`config.mk`:
```
export PLATFORM = sky130hd
export DESIGN_NAME = w5300_socket_n_conf_flat
export DESIGN_NICKNAME = d
export VERILOG_FILES = /design/src/rtl/w5300_socket_n_conf_if.sv /design/src/rtl/w5300_socket_n_conf.sv /design/src/flat_wrapper.sv
export SDC_FILE = /design/constraint.sdc
export NUM_CORES = 1
export LEC_CHECK = 0
export BUFFER_PORTS_ARGS = -buffer_cell sky130_fd_sc_hd__buf_4
export CAP_MARGIN = 15
export CORE_MARGIN = 3
export CORE_UTILIZATION = 62
export CTS_CLUSTER_DIAMETER = 80
export DETAILED_ROUTE_END_ITERATION = 12
export GPL_ROUTABILITY_DRIVEN = 0
export GPL_TIMING_DRIVEN = 0
export MAX_ROUTING_LAYER = met4
export PLACE_DENSITY = 0.89
export SETUP_SLACK_MARGIN = 0.4
export SLEW_MARGIN = 10
export SYNTH_ARGS = -nofsm -noshare
export SYNTH_HDL_FRONTEND = slang
export SYNTH_SLANG_ARGS = --single-unit
```
`constraint.sdc`:
```
create_clock -name clk -period 4.5 [get_ports clk]
set_input_delay 0 -clock clk [delete_from_list [all_inputs] [get_ports clk]]
set_output_delay 0 -clock clk [all_outputs]
set_load 0.01 [all_outputs]
```
`src/rtl/w5300_socket_n_conf_if.sv`:
```
`default_nettype none
// +--------------------------------------------------------------------------+
// | w5300_socket_n_conf_if : host-bus request/response bundle  | rev 1.0     |
// +--------------------------------------------------------------------------+
interface w5300_socket_n_conf_if;
  logic        enable;
  logic        op_state;
  logic [15:0] rd_data;
  logic [10:0] addr;
  logic [15:0] wr_data;
  logic        done;
  logic        error;

  modport master (
    input  enable, op_state, rd_data,
    output addr, wr_data, done, error
  );

  modport slave (
    output enable, op_state, rd_data,
    input  addr, wr_data, done, error
  );
endinterface
`default_nettype wire

```
`src/rtl/w5300_socket_n_conf.sv`:
```
`default_nettype none
// +--------------------------------------------------------------------------+
// | w5300_socket_n_conf : W5300 socket N bring-up sequencer    | rev 1.0     |
// +--------------------------------------------------------------------------+
module w5300_socket_n_conf #(
  parameter int unsigned N               = 0,
  parameter int unsigned MODE            = 0,
  parameter logic [15:0] PORT            = 16'd7000,
  parameter logic [31:0] DEST_IP         = {8'd192, 8'd168, 8'd1, 8'd100},
  parameter logic [15:0] DEST_PORT       = 16'd7000,
  parameter logic [7:0]  KEEPALIVE       = 8'd1,
  parameter logic [15:0] STATUS_TIMEOUT  = 16'd50,
  parameter logic [31:0] CONNECT_TIMEOUT = 32'd50_000_000,
  parameter logic [3:0]  MAX_RETRY       = 4'd3
) (
  input  logic                          clk,
  input  logic                          rst_n,
  w5300_socket_n_conf_if.master         bus
);

  function automatic logic [9:0] get_socket_n_reg(input logic [9:0] base_addr,
                                                  input int unsigned sock);
    return base_addr + 10'(sock * 32'd64);
  endfunction

  localparam logic       WR       = 1'b1;
  localparam logic       RD       = 1'b0;
  localparam logic [9:0] IDLE_REG = 10'h3fe;

  localparam logic [9:0] SN_MR     = get_socket_n_reg(10'h200, N);
  localparam logic [9:0] SN_CR     = get_socket_n_reg(10'h202, N);
  localparam logic [9:0] SN_IMR    = get_socket_n_reg(10'h204, N);
  localparam logic [9:0] SN_SSR    = get_socket_n_reg(10'h208, N);
  localparam logic [9:0] SN_PORTR  = get_socket_n_reg(10'h20a, N);
  localparam logic [9:0] SN_DPORTR = get_socket_n_reg(10'h212, N);
  localparam logic [9:0] SN_DIPR0  = get_socket_n_reg(10'h214, N);
  localparam logic [9:0] SN_DIPR2  = get_socket_n_reg(10'h216, N);
  localparam logic [9:0] SN_KPALV  = get_socket_n_reg(10'h21a, N);

  // Out-of-range MODE values fall back to TCP server.
  localparam bit          IS_CLIENT  = (MODE == 1);
  localparam bit          IS_UDP     = (MODE == 2);
  localparam logic [3:0]  LAST_OP    = IS_UDP ? 4'd3 : (IS_CLIENT ? 4'd7 : 4'd4);
  localparam logic [15:0] MR_VAL     = IS_UDP ? 16'h0002 : 16'h0001;
  localparam logic [15:0] IMR_VAL    = IS_UDP ? 16'h001c : 16'h001f;
  localparam logic [15:0] CMD_VAL    = IS_CLIENT ? 16'h0004 : 16'h0002;
  localparam logic [7:0]  INIT_SSR   = IS_UDP ? 8'h22 : 8'h13;
  localparam logic [7:0]  TARGET_SSR = IS_CLIENT ? 8'h17 : 8'h14;
  localparam logic [31:0] INIT_LIMIT = {16'd0, STATUS_TIMEOUT};
  localparam logic [31:0] STAT_LIMIT = IS_CLIENT ? CONNECT_TIMEOUT : {16'd0, STATUS_TIMEOUT};

  typedef enum logic [2:0] {
    S_IDLE        = 3'd0,
    S_WRITE       = 3'd1,
    S_WAIT_INIT   = 3'd2,
    S_COMMAND     = 3'd3,
    S_WAIT_STATUS = 3'd4,
    S_CLOSE       = 3'd5,
    S_DONE        = 3'd6,
    S_FAIL        = 3'd7
  } state_t;

  state_t      state;
  logic [3:0]  op_cnt;
  logic [3:0]  retry_cnt;
  logic [31:0] tick_cnt;
  logic        done_reg;
  logic        error_reg;

  logic [31:0] tick_inc;
  logic [3:0]  retry_inc;
  logic [7:0]  ssr;
  logic        req_wr;
  logic [9:0]  req_reg;
  logic [15:0] req_data;

  assign tick_inc  = (tick_cnt == 32'hffff_ffff) ? tick_cnt : tick_cnt + 32'd1;
  assign retry_inc = retry_cnt + 4'd1;
  assign ssr       = bus.rd_data[7:0];

  always_comb begin
    req_wr   = RD;
    req_reg  = IDLE_REG;
    req_data = 16'h0000;
    case (state)
      S_WRITE: begin
        req_wr = WR;
        if (op_cnt == LAST_OP) begin
          req_reg  = SN_CR;
          req_data = 16'h0001;
        end else begin
          case (op_cnt)
            4'd0:    begin req_reg = SN_MR;     req_data = MR_VAL;              end
            4'd1:    begin req_reg = SN_PORTR;  req_data = PORT;                end
            4'd2:    begin req_reg = SN_IMR;    req_data = IMR_VAL;             end
            4'd3:    begin req_reg = SN_KPALV;  req_data = {KEEPALIVE, 8'd0};   end
            4'd4:    begin req_reg = SN_DIPR0;  req_data = DEST_IP[31:16];      end
            4'd5:    begin req_reg = SN_DIPR2;  req_data = DEST_IP[15:0];       end
            4'd6:    begin req_reg = SN_DPORTR; req_data = DEST_PORT;           end
            default: begin req_reg = SN_CR;     req_data = 16'h0001;            end
          endcase
        end
      end
      S_WAIT_INIT, S_WAIT_STATUS: req_reg = SN_SSR;
      S_COMMAND: begin
        req_wr   = WR;
        req_reg  = SN_CR;
        req_data = CMD_VAL;
      end
      S_CLOSE: begin
        req_wr   = WR;
        req_reg  = SN_CR;
        req_data = 16'h0010;
      end
      default: ;
    endcase
  end

  assign bus.addr    = {req_wr, req_reg};
  assign bus.wr_data = req_data;
  assign bus.done    = done_reg;
  assign bus.error   = error_reg;

  always_ff @(posedge clk or negedge rst_n) begin
    if (!rst_n) begin
      state     <= S_IDLE;
      op_cnt    <= 4'd0;
      retry_cnt <= 4'd0;
      tick_cnt  <= 32'd0;
      done_reg  <= 1'b0;
      error_reg <= 1'b0;
    end else if (state != S_IDLE && !bus.enable) begin
      // Abort leaves the socket as is; the host restarts from op 0.
      state     <= S_IDLE;
      op_cnt    <= 4'd0;
      retry_cnt <= 4'd0;
      tick_cnt  <= 32'd0;
      done_reg  <= 1'b0;
      error_reg <= 1'b0;
    end else begin
      case (state)
        S_IDLE: begin
          op_cnt    <= 4'd0;
          retry_cnt <= 4'd0;
          tick_cnt  <= 32'd0;
          done_reg  <= 1'b0;
          error_reg <= 1'b0;
          if (bus.enable) state <= S_WRITE;
        end
        S_WRITE: begin
          if (bus.op_state) begin
            if (op_cnt == LAST_OP) begin
              op_cnt   <= 4'd0;
              tick_cnt <= 32'd0;
              state    <= S_WAIT_INIT;
            end else begin
              op_cnt <= op_cnt + 4'd1;
            end
          end
        end
        S_WAIT_INIT: begin
          if (tick_cnt >= INIT_LIMIT) begin
            tick_cnt <= 32'd0;
            state    <= S_CLOSE;
          end else if (bus.op_state && ssr == INIT_SSR) begin
            tick_cnt <= 32'd0;
            state    <= IS_UDP ? S_DONE : S_COMMAND;
          end else begin
            tick_cnt <= tick_inc;
          end
        end
        S_COMMAND: begin
          if (bus.op_state) begin
            tick_cnt <= 32'd0;
            state    <= S_WAIT_STATUS;
          end
        end
        S_WAIT_STATUS: begin
          if (tick_cnt >= STAT_LIMIT) begin
            tick_cnt <= 32'd0;
            state    <= S_CLOSE;
          end else if (bus.op_state && ssr == TARGET_SSR) begin
            tick_cnt <= 32'd0;
            state    <= S_DONE;
          end else if (IS_CLIENT && bus.op_state && ssr == 8'h00) begin
            tick_cnt <= 32'd0;
            state    <= S_CLOSE;
          end else begin
            tick_cnt <= tick_inc;
          end
        end
        S_CLOSE: begin
          if (bus.op_state) begin
            retry_cnt <= retry_inc;
            op_cnt    <= 4'd0;
            state     <= (retry_inc == MAX_RETRY) ? S_FAIL : S_WRITE;
          end
        end
        S_DONE:  done_reg  <= 1'b1;
        S_FAIL:  error_reg <= 1'b1;
        default: state     <= S_IDLE;
      endcase
    end
  end

endmodule
`default_nettype wire
```
`src/flat_wrapper.sv`:
```
// flat-port wrapper written by rule: the top's interface ports become plain ports
module w5300_socket_n_conf_flat 
#(
  parameter int unsigned N               = 0,
  parameter int unsigned MODE            = 0,
  parameter logic [15:0] PORT            = 16'd7000,
  parameter logic [31:0] DEST_IP         = {8'd192, 8'd168, 8'd1, 8'd100},
  parameter logic [15:0] DEST_PORT       = 16'd7000,
  parameter logic [7:0]  KEEPALIVE       = 8'd1,
  parameter logic [15:0] STATUS_TIMEOUT  = 16'd50,
  parameter logic [31:0] CONNECT_TIMEOUT = 32'd50_000_000,
  parameter logic [3:0]  MAX_RETRY       = 4'd3
)
  (clk, rst_n, bus_enable, bus_op_state, bus_rd_data, bus_addr, bus_wr_data, bus_done, bus_error);
  w5300_socket_n_conf_if bus_i ();
  input  logic clk;
  input  logic rst_n;
  input wire logic [$bits(bus_i.enable)-1:0] bus_enable;
  input wire logic [$bits(bus_i.op_state)-1:0] bus_op_state;
  input wire logic [$bits(bus_i.rd_data)-1:0] bus_rd_data;
  output wire logic [$bits(bus_i.addr)-1:0] bus_addr;
  output wire logic [$bits(bus_i.wr_data)-1:0] bus_wr_data;
  output wire logic [$bits(bus_i.done)-1:0] bus_done;
  output wire logic [$bits(bus_i.error)-1:0] bus_error;
  assign bus_i.enable = bus_enable;
  assign bus_i.op_state = bus_op_state;
  assign bus_i.rd_data = bus_rd_data;
  assign bus_addr = bus_i.addr;
  assign bus_wr_data = bus_i.wr_data;
  assign bus_done = bus_i.done;
  assign bus_error = bus_i.error;
  w5300_socket_n_conf #(.N(N), .MODE(MODE), .PORT(PORT), .DEST_IP(DEST_IP), .DEST_PORT(DEST_PORT), .KEEPALIVE(KEEPALIVE), .STATUS_TIMEOUT(STATUS_TIMEOUT), .CONNECT_TIMEOUT(CONNECT_TIMEOUT), .MAX_RETRY(MAX_RETRY)) u_core (.clk(clk), .rst_n(rst_n), .bus(bus_i));
endmodule
```
* Word level (Yosys, flattened, before mapping) *
Index checks and enable logic that the tools add are counted.
Widths: inputs -> output; s select.

word-level totals
  flip-flop bits (word level) = 45
  output and inout bits = 29

operators by class
  add/subtract/negate cells = 3
  $lt $le $gt $ge = 1
  equal/unequal tests = 24
  mux-type cells = 41
  reductions and logical operators = 21

operator list
  kind                   count
  $mux 32                9
  $pmux 32 s5            1
  $pmux 13 s4            1
  $pmux 16 s3            1
  $mux 3                 11
  $add 32x1->32 const B  1
  $eq 32x32->1 const B   1
  $ge 32x6->1 const B    1
  $pmux 10 s3            1
  $pmux 5 s6             1
  $mux 4                 6
  $pmux 3 s6             1
  $eq 8x5->1 const B     2
  $mux 16                1
  $eq 3x3->1 const B     4
  $eq 4x2->1 const B     3
  $eq 4x3->1 const B     3
  $ne 3x2->1 const B     4
  $pmux 4 s3             1
  $reduce_bool 3->1      4
  $mux 10                1
  $add 4x1->4 const B    2
  $ne 4x1->1 const B     2
  $pmux 4 s2             1
  19 further kinds       27

* Depth between registers and ports, before layout *
Gate-level depths: netlist of run 1.

  depth after elaboration = 6
  depth in mapped cells = 9
  mapped depth without buffers = 7

* Least setup slack after synthesis of run 1 *
OpenSTA, ideal clock, no wires.

  path kind = register to register
  start = register u_core.state[1]
  end = register u_core.tick_cnt[15]
  library setup time = 0.119 ns
  arrival time = 2.022 ns
  data required time = 4.381 ns
  path slack = 2.360 ns
  stages on the path, launching flop included = 10
  buffers on the path = 2
  clock period less this slack = 2.140 ns
  cells stage by stage = dfrtp_1 > buf_6 > inv_1 > ha_1 > nor4_1 > o21ai_2 > and3_1 > clkbuf_1 > and4_1 > o21a_1

between the ends
  longest elaborated chain between the ends = 4
  elaborated cells on any way between the ends = 14
  classes of those cells = eq/ne (7); mux (2); reduce/logical (5)

RTL lines
  item                                                        line                        RTL
  start, declared                                             w5300_socket_n_conf.sv:63   state_t state;
  start signal, assigned                                      w5300_socket_n_conf.sv:167  state <= IS_UDP ? S_DONE : S_COMMAND;
  start signal, assigned                                      w5300_socket_n_conf.sv:196  state <= (retry_inc == MAX_RETRY) ? S_FAIL : S_WRITE;
  $reduce_bool 3->1                                           w5300_socket_n_conf.sv:132  end else if (state != S_IDLE && !bus.enable) begin
  $logic_and 1x1->1                                           w5300_socket_n_conf.sv:132
  $reduce_bool 6->1 (no source line) (tied with other cells)  n/a
  $reduce_and 4->1 (no source line)                           n/a
  end signal, assigned                                        w5300_socket_n_conf.sv:169  tick_cnt <= tick_inc;
  end signal, assigned                                        w5300_socket_n_conf.sv:189  tick_cnt <= tick_inc;
  end, declared                                               w5300_socket_n_conf.sv:66   logic [31:0] tick_cnt;

Parallel ways exist; a longest one is shown, timed or not.
A chain may end at the register's enable or synchronous reset.

* Final worst setup path of run 1 *
Ends and elaborated chain as after synthesis.

==> results of run 1 <==
routing by layer:
| metal | wire, um | share of wire | global-route usage | up-vias |
|---|---|---|---|---|
| met3 | 512 | 0.067 | 0.0493 | 22 |
| met5 | 0 | 0 | - | - |
| met4 | 192 | 0.025 | 0.103 | 0 |
| li1 | - | - | - | 1419 |
| met1 | 3240 | 0.42 | 0.351 | 1390 |
| met2 | 3700 | 0.48 | 0.450 | 134 |
per-stage QoR:
stage | power [uW] | instances | hold slack [ns]
2_1_floorplan | 1010 | 369 | -0.296
3_3_place_gp | 1250 | 468 | 0.0352
3_5_place_dp | 1270 | 468 | 0.0343
4_1_cts | 1520 | 477 | 0.0597
5_1_grt | 1630 | 477 | 0.0992
6_report | 1530 | 477 | 0.0613
power by group through the flow:
stage | clock (uW) | combinational, uW | sequential, uW
after detailed placement | 0 | 811 | 462
final | 247 | 825 | 455
after CTS | 249 | 817 | 454
after floorplan | 0 | 556 | 454
after global routing | 271 | 899 | 457
after global placement | 0 | 791 | 460
repair_timing:
item / 4_1_cts / 5_1_grt
hold endpoints to repair: 45 / 0
setup endpoints to repair: 0 / 0
hold buffers: 1 / 0
worst min-delay path by stage:
stage | end | from | depth (start not counted)
after CTS | u_core.retry_cnt[0] | bus_op_state | 3
after floorplan | u_core.bus.done | rst_n | 0
after global routing | u_core.op_cnt[1] | bus_enable | 3
after global placement | u_core.op_cnt[2] | rst_n | 1
after detailed placement | u_core.bus.done | rst_n | 1
final | u_core.retry_cnt[0] | bus_op_state | 3
layout by cell type (no fill, tap or decap), drive strengths merged, types with 13 or more instances in the layout:
cell type   n
clkbuf     13
buf        56
nor4       14
o21ai      14
nand3      14
and3       13
a21oi      24
nand2      25
nor2       39
dfrtp      45
logic make-up after synthesis:
| kind of cell | count (synthesis) |
|---|---|
| DFF | 45 |
| and+or+nand+nor | 173 |
| adders and majority gates | 11 |
| muxes | 2 |
| buffers and inverters | 41 |
| other | 2 |
| xor gates and xnor gates | 1 |
| AOI/OAI and AO/OA | 89 |
worst register-to-register path: stages (launching register included):
cell,delay [ns]
sky130_fd_sc_hd__dfrtp_1,0.49
sky130_fd_sc_hd__buf_6,0.18
sky130_fd_sc_hd__inv_1,0.13
sky130_fd_sc_hd__ha_1,0.27
sky130_fd_sc_hd__nor4_1,0.41
sky130_fd_sc_hd__o21ai_2,0.18
sky130_fd_sc_hd__and3_1,0.17
sky130_fd_sc_hd__clkbuf_1,0.20
sky130_fd_sc_hd__and4_1,0.25
sky130_fd_sc_hd__o21a_1,0.16
layout make-up:
type | instances | area, sq um | area share
buffer | 31 | 198 | 0.0557
sequential | 45 | 1130 | 0.317
timing repair buffer | 33 | 250 | 0.0705
clock inverter | 2 | 10.0 | 0.00282
multi-input combinational | 283 | 1770 | 0.499
tap | 67 | 83.8 | 0.0236
clock buffer | 6 | 72.6 | 0.0204
inverter | 10 | 37.5 | 0.0106
==> impl_metrics.sql, run 1 <==
INSERT INTO impl_metrics (metric_group, metric, value, unit) VALUES
('global_routing', 'grt_use_total', '0.278', ''),
('clock_tree', 'post_cts_resize_count', '0', ''),
('critical_path', 'worstSetupPathDepth', '9', ''),
('clock_tree', 'insertion_delay', '0.30', 'ns'),
('sta', 'drv_slew', '0', ''),
('critical_path', 'critical_path_class', 'reg -> reg', ''),
('global_routing', 'antenna_found_initial', '0', ''),
('yosys', 'yosys.area.top_type', 'sky130_fd_sc_hd__dfrtp_1', ''),
('pwr', 'power.leakage', '0.00157', 'uW'),
('critical_path', 'timing.critical_path.from', 'u_core.state[1]', ''),
('critical_path', 'worst_path_largest_cell_delay', '0.49', 'ns'),
('yosys', 'yosys.cell_count.top_type', 'sky130_fd_sc_hd__dfrtp_1', ''),
('yosys', 'top_area_cells_in_the_synthesized_netlist', 'sky130_fd_sc_hd__dfrtp_1, sky130_fd_sc_hd__nor2_1, sky130_fd_sc_hd__ha_1', ''),
('final_layout', 'fillerInstances', '387', ''),
('final_layout', 'largest_register_ff_count', '32', ''),
('place', 'dp.final_hpwl', '5450', 'um'),
('critical_path', 'endpoint_of_the_lowest_slack_register_to_register_path', 'u_core.tick_cnt[15]', ''),
('final_layout', 'reg.largest.list', 'u_core.tick_cnt: 32 flops, u_core.op_cnt: 4 flops, u_core.retry_cnt: 4 flops', ''),
('critical_path', 'largest_driver_fanout_on_the_critical_path', '10', ''),
('yosys', 'post_synth_and_or_nand_nor_area_fraction', '0.312', ''),
('global_routing', 'first_global_vias', '2807', ''),
('sta', 'layout_min_cycle_time', '2.55', 'ns'),
('final_layout', 'area_growth_syn_to_layout', '14.0', '%'),
('place', 'place_area', '3460', 'sq um'),
('pwr', 'total_switching_power', '655', 'uW'),
('pwr', 'share_clk_of_total_power', '0.162', ''),
('status', 'outcome', 'complete, no violations', ''),
('worst_hold_path', 'worst_hold_path_type', 'in -> reg', ''),
('pwr', 'worst_ir_drop_on_vdd', '0.000287', 'V'),
('place', 'dp_worst_setup_slack', '2.03', 'ns'),
('clock_tree', 'root_buffer_master', 'sky130_fd_sc_hd__clkbuf_8', ''),
('floorplan', 'design.core.area', '4790', 'sq um'),
('final_layout', 'regMostFlops', 'u_core.tick_cnt', ''),
('floorplan', 'die-area', '5910', 'sq um'),
('sta', 'grt_setup_unrepaired', 'no', ''),
('place', 'placement.io_buffers', '32', ''),
('routing', 'drt_iter0_drc', '217', ''),
('clock_tree', 'h-tree-depth', '2', ''),
('pwr', 'comb_power_share', '0.540', ''),
('routing', 'num_vias', '2965', ''),
('yosys', 'synth.ff_latch_count', '45', ''),
('clock_tree', 'cts_tree', 'yes', ''),
('global_routing', 'gr-total-overflow', '0', ''),
('floorplan', 'initial_util', '0.651', ''),
('sta', 'transition_at_the_pin_with_the_smallest_max_transition_slack', '0.577', 'ns'),
('global_routing', 'pin_count_of_the_biggest_net_entering_global_routing', '46', ''),
('sta', 'final_critical_path_setup_slack', '1.95', 'ns'),
('pwr', 'power.density', '430', 'nW/um^2'),
('final_layout', 'fraction_of_final_layout_cells_sized_beyond_drive_strength_1', '0.178', ''),
('critical_path', 'path_buf_inv', '3', ''),
('clock_tree', 'cts.reportedPaths.clkPinSlew', '0.09', 'ns'),
('yosys', 'muxShareOfSynthArea', '0.00683', ''),
('yosys', 'ys_top_cells_by_count', 'sky130_fd_sc_hd__dfrtp_1, sky130_fd_sc_hd__nor2_1, sky130_fd_sc_hd__a21oi_1, sky130_fd_sc_hd__nand2_1', ''),
('critical_path', 'rr_startpoint', 'u_core.state[1]', ''),
('clock_tree', 'cts_setup_buffers', '0', ''),
('yosys', 'yosysUniqueCellTypes', '57', ''),
('routing', 'vias_per_cell', '6.22', ''),
('critical_path', 'worst_path_dominant_cell_family', 'simple AND/OR/NAND/NOR gates', ''),
('yosys', 'mean_syn_cell_area', '8.56', 'sq um'),
('critical_path', 'worst-endpoint-arrival', '2.74', 'ns'),
('critical_path', 'kind_of_end_point_of_the_critical_path', 'register', ''),
('routing', 'detail-route-antenna-nets', '0', ''),
('yosys', 'synth_async_sr_flop_share', '1.00', ''),
('final_layout', 'antenna_cells', '0', ''),
('yosys', 'synth_top_area_share', '0.362', ''),
('yosys', 'synth_compound_gate_area_share', '0.194', ''),
('yosys', 'seq_area_frac_synth', '0.362', ''),
('yosys', 'synth_xor_xnor_area_share', '0.00281', ''),
('yosys', 'mappedNetlistArea', '3110', 'sq um'),
('yosys', 'synth-main-ff-cell', 'sky130_fd_sc_hd__dfrtp_1', ''),
('clock_tree', 'cts_num_sinks', '45', '');
Note: power is estimated with default switching activity, not from simulation.
==> run 2: changes to the inputs <==
--- a/config.mk
+++ b/config.mk
@@ -8,13 +8,13 @@
 export BUFFER_PORTS_ARGS = -buffer_cell sky130_fd_sc_hd__buf_4
 export CAP_MARGIN = 15
 export CORE_MARGIN = 3
-export CORE_UTILIZATION = 62
+export CORE_UTILIZATION = 52
 export CTS_CLUSTER_DIAMETER = 80
 export DETAILED_ROUTE_END_ITERATION = 12
 export GPL_ROUTABILITY_DRIVEN = 0
 export GPL_TIMING_DRIVEN = 0
 export MAX_ROUTING_LAYER = met4
-export PLACE_DENSITY = 0.89
+export PLACE_DENSITY = 0.8
 export SETUP_SLACK_MARGIN = 0.4
 export SLEW_MARGIN = 10
 export SYNTH_ARGS = -nofsm -noshare
==> constraint.sdc (replaced) <==
create_clock -name clk -period 2.2 [get_ports clk]
set_input_delay 0 -clock clk [delete_from_list [all_inputs] [get_ports clk]]
set_output_delay 0 -clock clk [all_outputs]
set_load 0.01 [all_outputs]
==> run 2 against run 1 <==
  * The flow now finishes with violations (negative setup slack)
  * Register-to-register slack worse by 2.0 ns
  * Hold slack better by 0.0058 ns
  * Clock power rose to 3.1 times the previous value
  * Routed wire length up 55%
  * Critical path depth down 2
  * First-iteration DRC count up 76%
  * Sequential share of layout area down 7.6 points
  * Final area up 33%
  * Die area up 18%
  * Critical endpoint is now u_core.tick_cnt[1]
  * Clock-buffer cell count down 1
  * Largest cell class unchanged
  * Setup slack worse by 2.0 ns
  * Flip-flop and latch count unchanged
==> impl_metrics.sql, run 2 (same netlist as run 1, synthesis figures left out) <==
INSERT INTO impl_metrics (metric_group, metric, value, unit) VALUES
('status', 'outcome', 'finished with violations', ''),
('status', 'failed_checks', 'negative setup slack', ''),
('clock_tree', 'h-tree-depth', '2', ''),
('pwr', 'power.leakage', '0.00193', 'uW'),
('place', 'dpl.cell_count', '473', ''),
('sta', 'clk_skew', '0.0213', 'ns'),
('place', 'place_area', '3520', 'sq um'),
('clock_tree', 'numCtsBuffers', '5', ''),
('critical_path', 'kind_of_end_point_of_the_critical_path', 'register', ''),
('clock_tree', 'ctsLongestPathBuffers', '2', ''),
('clock_tree', 'insertion_delay', '0.32', 'ns'),
('final_layout', 'fillerInstances', '260', ''),
('final_layout', 'post-route-cell-area', '4710', 'sq um'),
('pwr', 'power.density', '1070', 'nW/um^2'),
('worst_hold_path', 'worst_hold_startpoint', 'bus_op_state', ''),
('global_routing', 'gr-total-overflow', '0', ''),
('global_routing', 'global_route_wire_length_before_repair', '15200', 'um'),
('worst_hold_path', 'holdPathStages', '3', ''),
('final_layout', 'total_nets_final', '485', ''),
('sta', 'fmax', '0.447', 'GHz'),
('floorplan', 'initial_util', '0.552', ''),
('floorplan', 'design.core.area', '5640', 'sq um'),
('final_layout', 'layout.cells.most_common_list', 'sky130_fd_sc_hd__buf_4, sky130_fd_sc_hd__dfrtp_1, sky130_fd_sc_hd__buf_6', ''),
('clock_tree', 'cts.reportedPaths.clkPinSlew', '0.11', 'ns'),
('final_layout', 'fraction_of_final_layout_cells_sized_beyond_drive_strength_1', '0.503', ''),
('routing', 'vias_per_cell', '6.87', ''),
('floorplan', 'rows', '27', ''),
('critical_path', 'timing.critical_path.required', '2.40', 'ns'),
('final_layout', 'regMostFlops', 'u_core.tick_cnt', ''),
('critical_path', 'largest_driver_fanout_on_the_critical_path', '5', ''),
('sta', 'drv_slew', '0', ''),
('critical_path', 'endpoint_of_the_lowest_slack_register_to_register_path', 'u_core.tick_cnt[1]', ''),
('worst_hold_path', 'endpoint_of_the_worst_hold_path', 'u_core.retry_cnt[0]', ''),
('routing', 'drt_iter0_drc', '382', ''),
('sta', 'layout_min_cycle_time', '2.24', 'ns'),
('final_layout', 'post_layout_nonfiller_instances', '527', ''),
('critical_path', 'r2r_slack', '-0.04', 'ns'),
('global_routing', 'antenna_found_initial', '0', ''),
('routing', 'drc', '0', ''),
('sta', 'final_critical_path_setup_slack', '-0.0396', 'ns'),
('routing', 'detail_route.first_pass.iterations', '5', ''),
('sta', 'final_hold_viol_count', '0', ''),
('critical_path', 'worst-endpoint-arrival', '2.44', 'ns'),
('clock_tree', 'cts_tree', 'yes', ''),
('sta', 'setup_viol_count_final', '1', ''),
('final_layout', 'area_growth_syn_to_layout', '51.2', '%'),
('routing', 'post_drt_wl_per_cell', '22.5', 'um'),
('clock_tree', 'cts_num_sinks', '45', ''),
('worst_hold_path', 'worst_hold_path_type', 'in -> reg', ''),
('clock_tree', 'root_buffer_master', 'sky130_fd_sc_hd__clkbuf_8', ''),
('floorplan', 'die-area', '6950', 'sq um'),
('global_routing', 'pin_count_of_the_biggest_net_entering_global_routing', '46', ''),
('final_layout', 'mostFrequentLayoutCell', 'sky130_fd_sc_hd__buf_4', ''),
('critical_path', 'rr_startpoint', 'u_core.tick_cnt[10]', ''),
('sta', 'grt_setup_unrepaired', 'yes', ''),
('final_layout', 'antenna_cells', '0', ''),
('routing', 'detail-route-antenna-nets', '0', ''),
('critical_path', 'ff2ff_path_depth', '7', ''),
('place', 'dp.final_hpwl', '5370', 'um'),
('routing', 'num_vias', '3621', ''),
('floorplan', 'chipHeight', '83.4', 'um'),
('sta', 'transition_at_the_pin_with_the_smallest_max_transition_slack', '0.596', 'ns'),
('pwr', 'worst_ir_drop_on_vdd', '0.000841', 'V'),
('sta', 'layout_worst_path_cycle_share', '1.02', ''),
('sta', 'max_slew_margin', '0.602', ''),
('floorplan', 'die_x', '83.4', 'um'),
('critical_path', 'setup.worst_path.start_class', 'register', ''),
('global_routing', 'first_global_vias', '3190', ''),
('global_routing', 'grt_use_total', '0.270', ''),
('critical_path', 'critical_path_class', 'reg -> reg', ''),
('final_layout', 'area_taken_by_multi_input_logic_gates', '2360', 'sq um'),
('floorplan', 'num_io_pins', '49', ''),
('final_layout', 'reg.largest.list', 'u_core.tick_cnt: 32 flops, u_core.op_cnt: 4 flops, u_core.retry_cnt: 4 flops', ''),
('flow_run', 'cap_violations', '0', ''),
('place', 'placement.io_buffers', '32', ''),
('routing', 'routed_wl', '11900', 'um'),
('final_layout', 'sequential_standard_cell_area', '1140', 'sq um'),
('final_layout', 'largest_register_ff_count', '32', '');
[run 2: changes by cell type in the layout (fill, tap and decap cells not counted), moves of 9 or more]
cell / change
sky130_fd_sc_hd__buf_4: +25
sky130_fd_sc_hd__buf_6: +24
sky130_fd_sc_hd__nor2_1: -23
sky130_fd_sc_hd__nor2_2: +17
sky130_fd_sc_hd__nor4_1: -12
sky130_fd_sc_hd__a21oi_1: -11
sky130_fd_sc_hd__ha_1: -9
[run 2: through the flow]
step / util / setup TNS [ns] / total power, uW / hold WS, ns / setup WS (ns)
3_3_place_gp: 0.623 / 0 / 2630 / 0.0397 / 0.0436
3_5_place_dp: 0.623 / 0 / 2670 / 0.0461 / 0.0134
4_1_cts: 0.742 / 0 / 4230 / 0.0510 / 0.204
5_1_grt: 0.835 / -0.0631 / 5210 / 0.0742 / -0.0548
2_1_floorplan: - / 0 / 2120 / -0.296 / 0.330
6_report: 0.835 / -0.0396 / 5050 / 0.0671 / -0.0396
[run 2: how the worst max path moves through the flow]
stage                        startpoint             endpoint  slack [ns]
finish              u_core.tick_cnt[10]   u_core.tick_cnt[1]       -0.04
global route        u_core.tick_cnt[10]   u_core.tick_cnt[1]       -0.05
CTS                     u_core.state[1]   u_core.tick_cnt[4]        0.20
detailed placement      u_core.state[0]      u_core.state[0]        0.01
global placement        u_core.state[0]      u_core.state[0]        0.04
floorplan               u_core.state[1]  u_core.tick_cnt[15]        0.33
[run 2: timing repair]
item,4_1_cts,5_1_grt
hold endpoints to repair,45,0
hold buffers,1,0
cloned,3,1
setup buffers,28,13
resized for setup,75,98
pin swaps,30,35
setup endpoints to repair,54,57
[run 2: per-layer routing]
| metal | GRT usage | vias to the layer above | wire length [um] |
|---|---|---|---|
| li1 | - | 1513 | - |
| met1 | 0.307 | 1691 | 4060 |
| met2 | 0.485 | 322 | 6030 |
| met3 | 0.0496 | 95 | 1140 |
| met4 | 0.0728 | 0 | 663 |
| met5 | - | - | 0 |
[run 2: report_power, final]
part / internal [uW] / switching, uW
combinational: 1620 / 1710
clock: 452 / 320
sequential: 874 / 72.7
total: 2940 / 2100
[run 2: layout make-up]
| type | count | area share |
|---|---|---|
| clock buffer | 5 | 0.0146 |
| timing repair buffer | 78 | 0.143 |
| multi-input combinational | 283 | 0.500 |
| sequential | 45 | 0.241 |
| tap | 72 | 0.0191 |
| buffer | 31 | 0.0579 |
| clock inverter | 3 | 0.0138 |
| inverter | 10 | 0.0101 |
[run 2: critical path, stage by stage, from the launching register on]
cell                       delay (ns)
sky130_fd_sc_hd__dfrtp_1         0.45
sky130_fd_sc_hd__nor4_2          0.41
sky130_fd_sc_hd__nand4_1         0.34
sky130_fd_sc_hd__nor3_2          0.24
sky130_fd_sc_hd__buf_4           0.20
sky130_fd_sc_hd__a21oi_4         0.10
sky130_fd_sc_hd__buf_6           0.15
sky130_fd_sc_hd__a311oi_1        0.23
==> run 3: changes to the inputs <==
--- a/config.mk
+++ b/config.mk
@@ -5,10 +5,11 @@
 export SDC_FILE = /design/constraint.sdc
 export NUM_CORES = 1
 export LEC_CHECK = 0
+export ABC_AREA = 1
 export BUFFER_PORTS_ARGS = -buffer_cell sky130_fd_sc_hd__buf_4
 export CAP_MARGIN = 15
 export CORE_MARGIN = 3
-export CORE_UTILIZATION = 52
+export CORE_UTILIZATION = 51
 export CTS_CLUSTER_DIAMETER = 80
 export DETAILED_ROUTE_END_ITERATION = 12
 export GPL_ROUTABILITY_DRIVEN = 0
@@ -20,3 +21,4 @@
 export SYNTH_ARGS = -nofsm -noshare
 export SYNTH_HDL_FRONTEND = slang
 export SYNTH_SLANG_ARGS = --single-unit
+export TNS_END_PERCENT = 50
==> run 3 against run 2 <==
  * The run now ends clean
  * Total power fell by 24%
  * Global-route usage fell by 7.4 points
  * Register-to-register slack improved by 0.44 ns
  * Non-clock buffer count fell by 39
  * Final area fell by 23%
  * Clock power fell by 28%
  * Sequential power fell by 1%
  * Fmax rose by 24%
  * Critical endpoint is now u_core.state[0]
  * Clock skew fell by 0.0067 ns
  * Synthesized cell count rose by 6.0%
  * Setup slack improved by 0.44 ns
==> impl_metrics.sql, run 3 <==
INSERT INTO impl_metrics (metric_group, metric, value, unit) VALUES
('yosys', 'yosysWarningCount', '0', ''),
('clock_tree', 'cts_num_sinks', '45', ''),
('sta', 'clk_skew', '0.0146', 'ns'),
('critical_path', 'path_buf_inv', '2', ''),
('yosys', 'syn_inst', '386', ''),
('sta', 'drv_slew', '0', ''),
('final_layout', 'area_growth_syn_to_layout', '27.7', '%'),
('final_layout', 'mostFrequentLayoutCell', 'sky130_fd_sc_hd__nand2_1', ''),
('final_layout', 'total_nets_final', '481', ''),
('sta', 'grt_setup_unrepaired', 'yes', ''),
('yosys', 'yosys.area.top_type', 'sky130_fd_sc_hd__dfrtp_1', ''),
('sta', 'layout_min_cycle_time', '1.80', 'ns'),
('global_routing', 'antenna_found_initial', '0', ''),
('clock_tree', 'ctsLongestPathBuffers', '2', ''),
('status', 'outcome', 'complete, no violations', ''),
('critical_path', 'kind_of_end_point_of_the_critical_path', 'register', ''),
('floorplan', 'num_io_pins', '49', ''),
('yosys', 'seq_area_frac_synth', '0.398', ''),
('final_layout', 'antenna_cells', '0', ''),
('yosys', 'ys_top_cells_by_count', 'sky130_fd_sc_hd__nand2_1, sky130_fd_sc_hd__inv_1, sky130_fd_sc_hd__nor2_1, sky130_fd_sc_hd__dfrtp_1, sky130_fd_sc_hd__nand3_1', ''),
('critical_path', 'timing.critical_path.required', '2.44', 'ns'),
('clock_tree', 'numCtsBuffers', '5', ''),
('clock_tree', 'insertion_delay', '0.31', 'ns'),
('yosys', 'synth-edff-count', '0', ''),
('yosys', 'synth.ff_latch_count', '45', ''),
('sta', 'final.hold.worst_slack', '0.0378', 'ns'),
('routing', 'post_drt_wl_per_cell', '12.0', 'um'),
('routing', 'drt_iter0_drc', '125', ''),
('routing', 'detail_route.first_pass.iterations', '4', ''),
('final_layout', 'final_core_util', '0.690', ''),
('yosys', 'synth_async_sr_flop_share', '1.00', ''),
('sta', 'layout_worst_path_cycle_share', '0.819', ''),
('flow_run', 'cap_violations', '0', ''),
('floorplan', 'design.core.area', '5240', 'sq um'),
('global_routing', 'gr-total-overflow', '0', ''),
('final_layout', 'largest_register_ff_count', '32', ''),
('pwr', 'worst_ir_drop_on_vdd', '0.000867', 'V'),
('sta', 'timing.setup.tns', '0', 'ns'),
('yosys', 'mean_syn_cell_area', '7.33', 'sq um'),
('sta', 'fmax', '0.555', 'GHz'),
('place', 'placement.io_buffers', '33', ''),
('routing', 'num_vias', '2580', ''),
('sta', 'max_slew_margin', '0.618', ''),
('global_routing', 'first_global_vias', '2307', ''),
('routing', 'drc', '0', ''),
('clock_tree', 'cts_tree', 'yes', ''),
('critical_path', 'critical_path_class', 'reg -> reg', ''),
('clock_tree', 'cts.reportedPaths.clkPinSlew', '0.09', 'ns'),
('critical_path', 'worst-endpoint-arrival', '2.04', 'ns'),
('global_routing', 'pin_count_of_the_biggest_net_entering_global_routing', '46', ''),
('final_layout', 'regMostFlops', 'u_core.tick_cnt', ''),
('floorplan', 'rows', '26', ''),
('critical_path', 'timing.critical_path.mode_cell', 'sky130_fd_sc_hd__nand2_1', ''),
('clock_tree', 'h-tree-depth', '2', ''),
('routing', 'detail-route-antenna-nets', '0', ''),
('final_layout', 'fraction_of_final_layout_cells_sized_beyond_drive_strength_1', '0.306', ''),
('worst_hold_path', 'worst_hold_path_type', 'in -> reg', ''),
('sta', 'transition_at_the_pin_with_the_smallest_max_transition_slack', '0.573', 'ns'),
('critical_path', 'worst_path_largest_cell_delay', '0.38', 'ns'),
('yosys', 'mappedNetlistArea', '2830', 'sq um'),
('clock_tree', 'root_buffer_master', 'sky130_fd_sc_hd__clkbuf_8', ''),
('yosys', 'yosysUniqueCellTypes', '34', ''),
('critical_path', 'largest_driver_fanout_on_the_critical_path', '6', ''),
('global_routing', 'grt_use_total', '0.196', ''),
('yosys', 'top_area_cells_in_the_synthesized_netlist', 'sky130_fd_sc_hd__dfrtp_1, sky130_fd_sc_hd__nand2_1, sky130_fd_sc_hd__inv_1', ''),
('pwr', 'power.density', '1070', 'nW/um^2'),
('floorplan', 'initial_util', '0.540', ''),
('floorplan', 'die-area', '6480', 'sq um'),
('sta', 'final_hold_viol_count', '0', ''),
('final_layout', 'reg.largest.list', 'u_core.tick_cnt: 32 flops, u_core.op_cnt: 4 flops, u_core.retry_cnt: 4 flops', ''),
('routing', 'routed_wl', '6260', 'um'),
('global_routing', 'global_route_wire_length_before_repair', '9710', 'um'),
('routing', 'vias_per_cell', '4.95', ''),
('critical_path', 'worst_path_dominant_cell_family', 'simple AND/OR/NAND/NOR gates', ''),
('critical_path', 'setup.worst_path.start_class', 'register', ''),
('floorplan', 'chipHeight', '80.5', 'um'),
('critical_path', 'critical_path.slowest_cell', 'sky130_fd_sc_hd__dfrtp_1', ''),
('floorplan', 'die_x', '80.5', 'um'),
('place', 'dp.final_hpwl', '4230', 'um'),
('critical_path', 'critical_path.cell_chain', 'buf_6 -> inv_4 -> ha_2 -> or2_4 -> o21ai_0 -> nand2_1 -> nand2_1 -> nor2_1 -> nand2_2 -> nand2_1 -> o21ai_1', ''),
('sta', 'setup_viol_count_final', '0', ''),
('yosys', 'synth_top_area_share', '0.398', ''),
('yosys', 'synth-main-ff-cell', 'sky130_fd_sc_hd__dfrtp_1', ''),
('pwr', 'power.leakage', '0.00213', 'uW'),
('final_layout', 'layout.cells.most_common_list', 'sky130_fd_sc_hd__nand2_1, sky130_fd_sc_hd__buf_4, sky130_fd_sc_hd__inv_1', ''),
('yosys', 'yosys.cell_count.top_type', 'sky130_fd_sc_hd__nand2_1', '');
-- run 3: cell count changes after synthesis, moves of 11 or more --
cell	delta
sky130_fd_sc_hd__and3_1	-11
sky130_fd_sc_hd__a21oi_1	-18
sky130_fd_sc_hd__nor2_1	+12
sky130_fd_sc_hd__nor4_1	-14
sky130_fd_sc_hd__a31oi_1	-11
sky130_fd_sc_hd__nand2_1	+84
sky130_fd_sc_hd__o21a_1	-11
sky130_fd_sc_hd__inv_1	+51
-- run 3: final timing paths --
path	startpoint	to	slack (ns)	depth (start not counted)
max in group asynchronous	rst_n	u_core.state[0]	1.57	2
worst max register to register	u_core.state[1]	u_core.state[0]	0.40	11
worst max-delay path	u_core.state[1]	u_core.state[0]	0.40	11
worst min-delay path	bus_enable	u_core.bus.error	0.04	3
min in group asynchronous	rst_n	u_core.retry_cnt[0]	0.22	2
worst min register to register	u_core.tick_cnt[10]	u_core.tick_cnt[10]	0.49	2
-- run 3: worst register-to-register path, cell delays in order (launching register included) --
cell                      delay [ns]
sky130_fd_sc_hd__dfrtp_1        0.38
sky130_fd_sc_hd__buf_6          0.15
sky130_fd_sc_hd__inv_4          0.05
sky130_fd_sc_hd__ha_2           0.18
sky130_fd_sc_hd__or2_4          0.26
sky130_fd_sc_hd__o21ai_0        0.21
sky130_fd_sc_hd__nand2_1        0.10
sky130_fd_sc_hd__nand2_1        0.08
sky130_fd_sc_hd__nor2_1         0.05
sky130_fd_sc_hd__nand2_2        0.12
sky130_fd_sc_hd__nand2_1        0.07
sky130_fd_sc_hd__o21ai_1        0.07
-- run 3: per-layer routing --
| metal | GRT usage | vias up | routed length (um) |
|---|---|---|---|
| met4 | 0.0676 | 0 | 99 |
| li1 | - | 1299 | - |
| met5 | - | - | 0 |
| met3 | 0.0460 | 9 | 320 |
| met1 | 0.214 | 1215 | 2560 |
| met2 | 0.350 | 57 | 3280 |
-- run 3: what timing repair did --
action | in CTS | in global routing
gates resized for setup | 15 | 39
pin swaps | 3 | 14
endpoints found under the hold margin | 46 | 0
setup endpoints to repair | 41 | 49
hold buffers | 2 | 0
setup buffers | 6 | 11
-- run 3: final cells by class --
type | count | area [sq um]
inverter | 65 | 249
tap | 70 | 87.6
sequential | 45 | 1130
clock buffer | 6 | 82.6
multi-input combinational | 263 | 1500
clock inverter | 2 | 16.3
fill | 429 | 1620
timing repair buffer | 52 | 403
buffer | 18 | 150
-- run 3: metrics by stage --
stage / std cells / total power, uW / instance area, sq um / setup WS, ns
2_1_floorplan: 391 / 2290 / 2850 / 0.459
3_3_place_gp: 494 / 2820 / 3180 / 0.336
3_5_place_dp: 494 / 2860 / 3180 / 0.317
4_1_cts: 510 / 3590 / 3390 / 0.379
5_1_grt: 521 / 4140 / 3610 / 0.326
6_report: 521 / 3850 / 3610 / 0.397
-- run 3: cell families (layout without fill, tap and decap cells) --
kind of cell | count (synthesis) | in the layout | synth area share
and+or+nand+nor | 216 | 216 | 0.350
buffers and inverters | 83 | 143 | 0.137
DFF | 45 | 45 | 0.398
AOI/OAI and AO/OA | 27 | 27 | 0.0575
adders and majority gates | 11 | 11 | 0.0487
other | 2 | 7 | 0.00265
xor gates and xnor gates | 2 | 2 | 0.00619
-- run 3: power by group --
part | switching (uW) | leakage (uW) | total [uW] | internal [uW]
clock network | 295 | 0.0000478 | 554 | 259
registers | 57.3 | 0.000623 | 938 | 881
logic | 1330 | 0.00146 | 2360 | 1030
total | 1680 | 0.00213 | 3850 | 2170
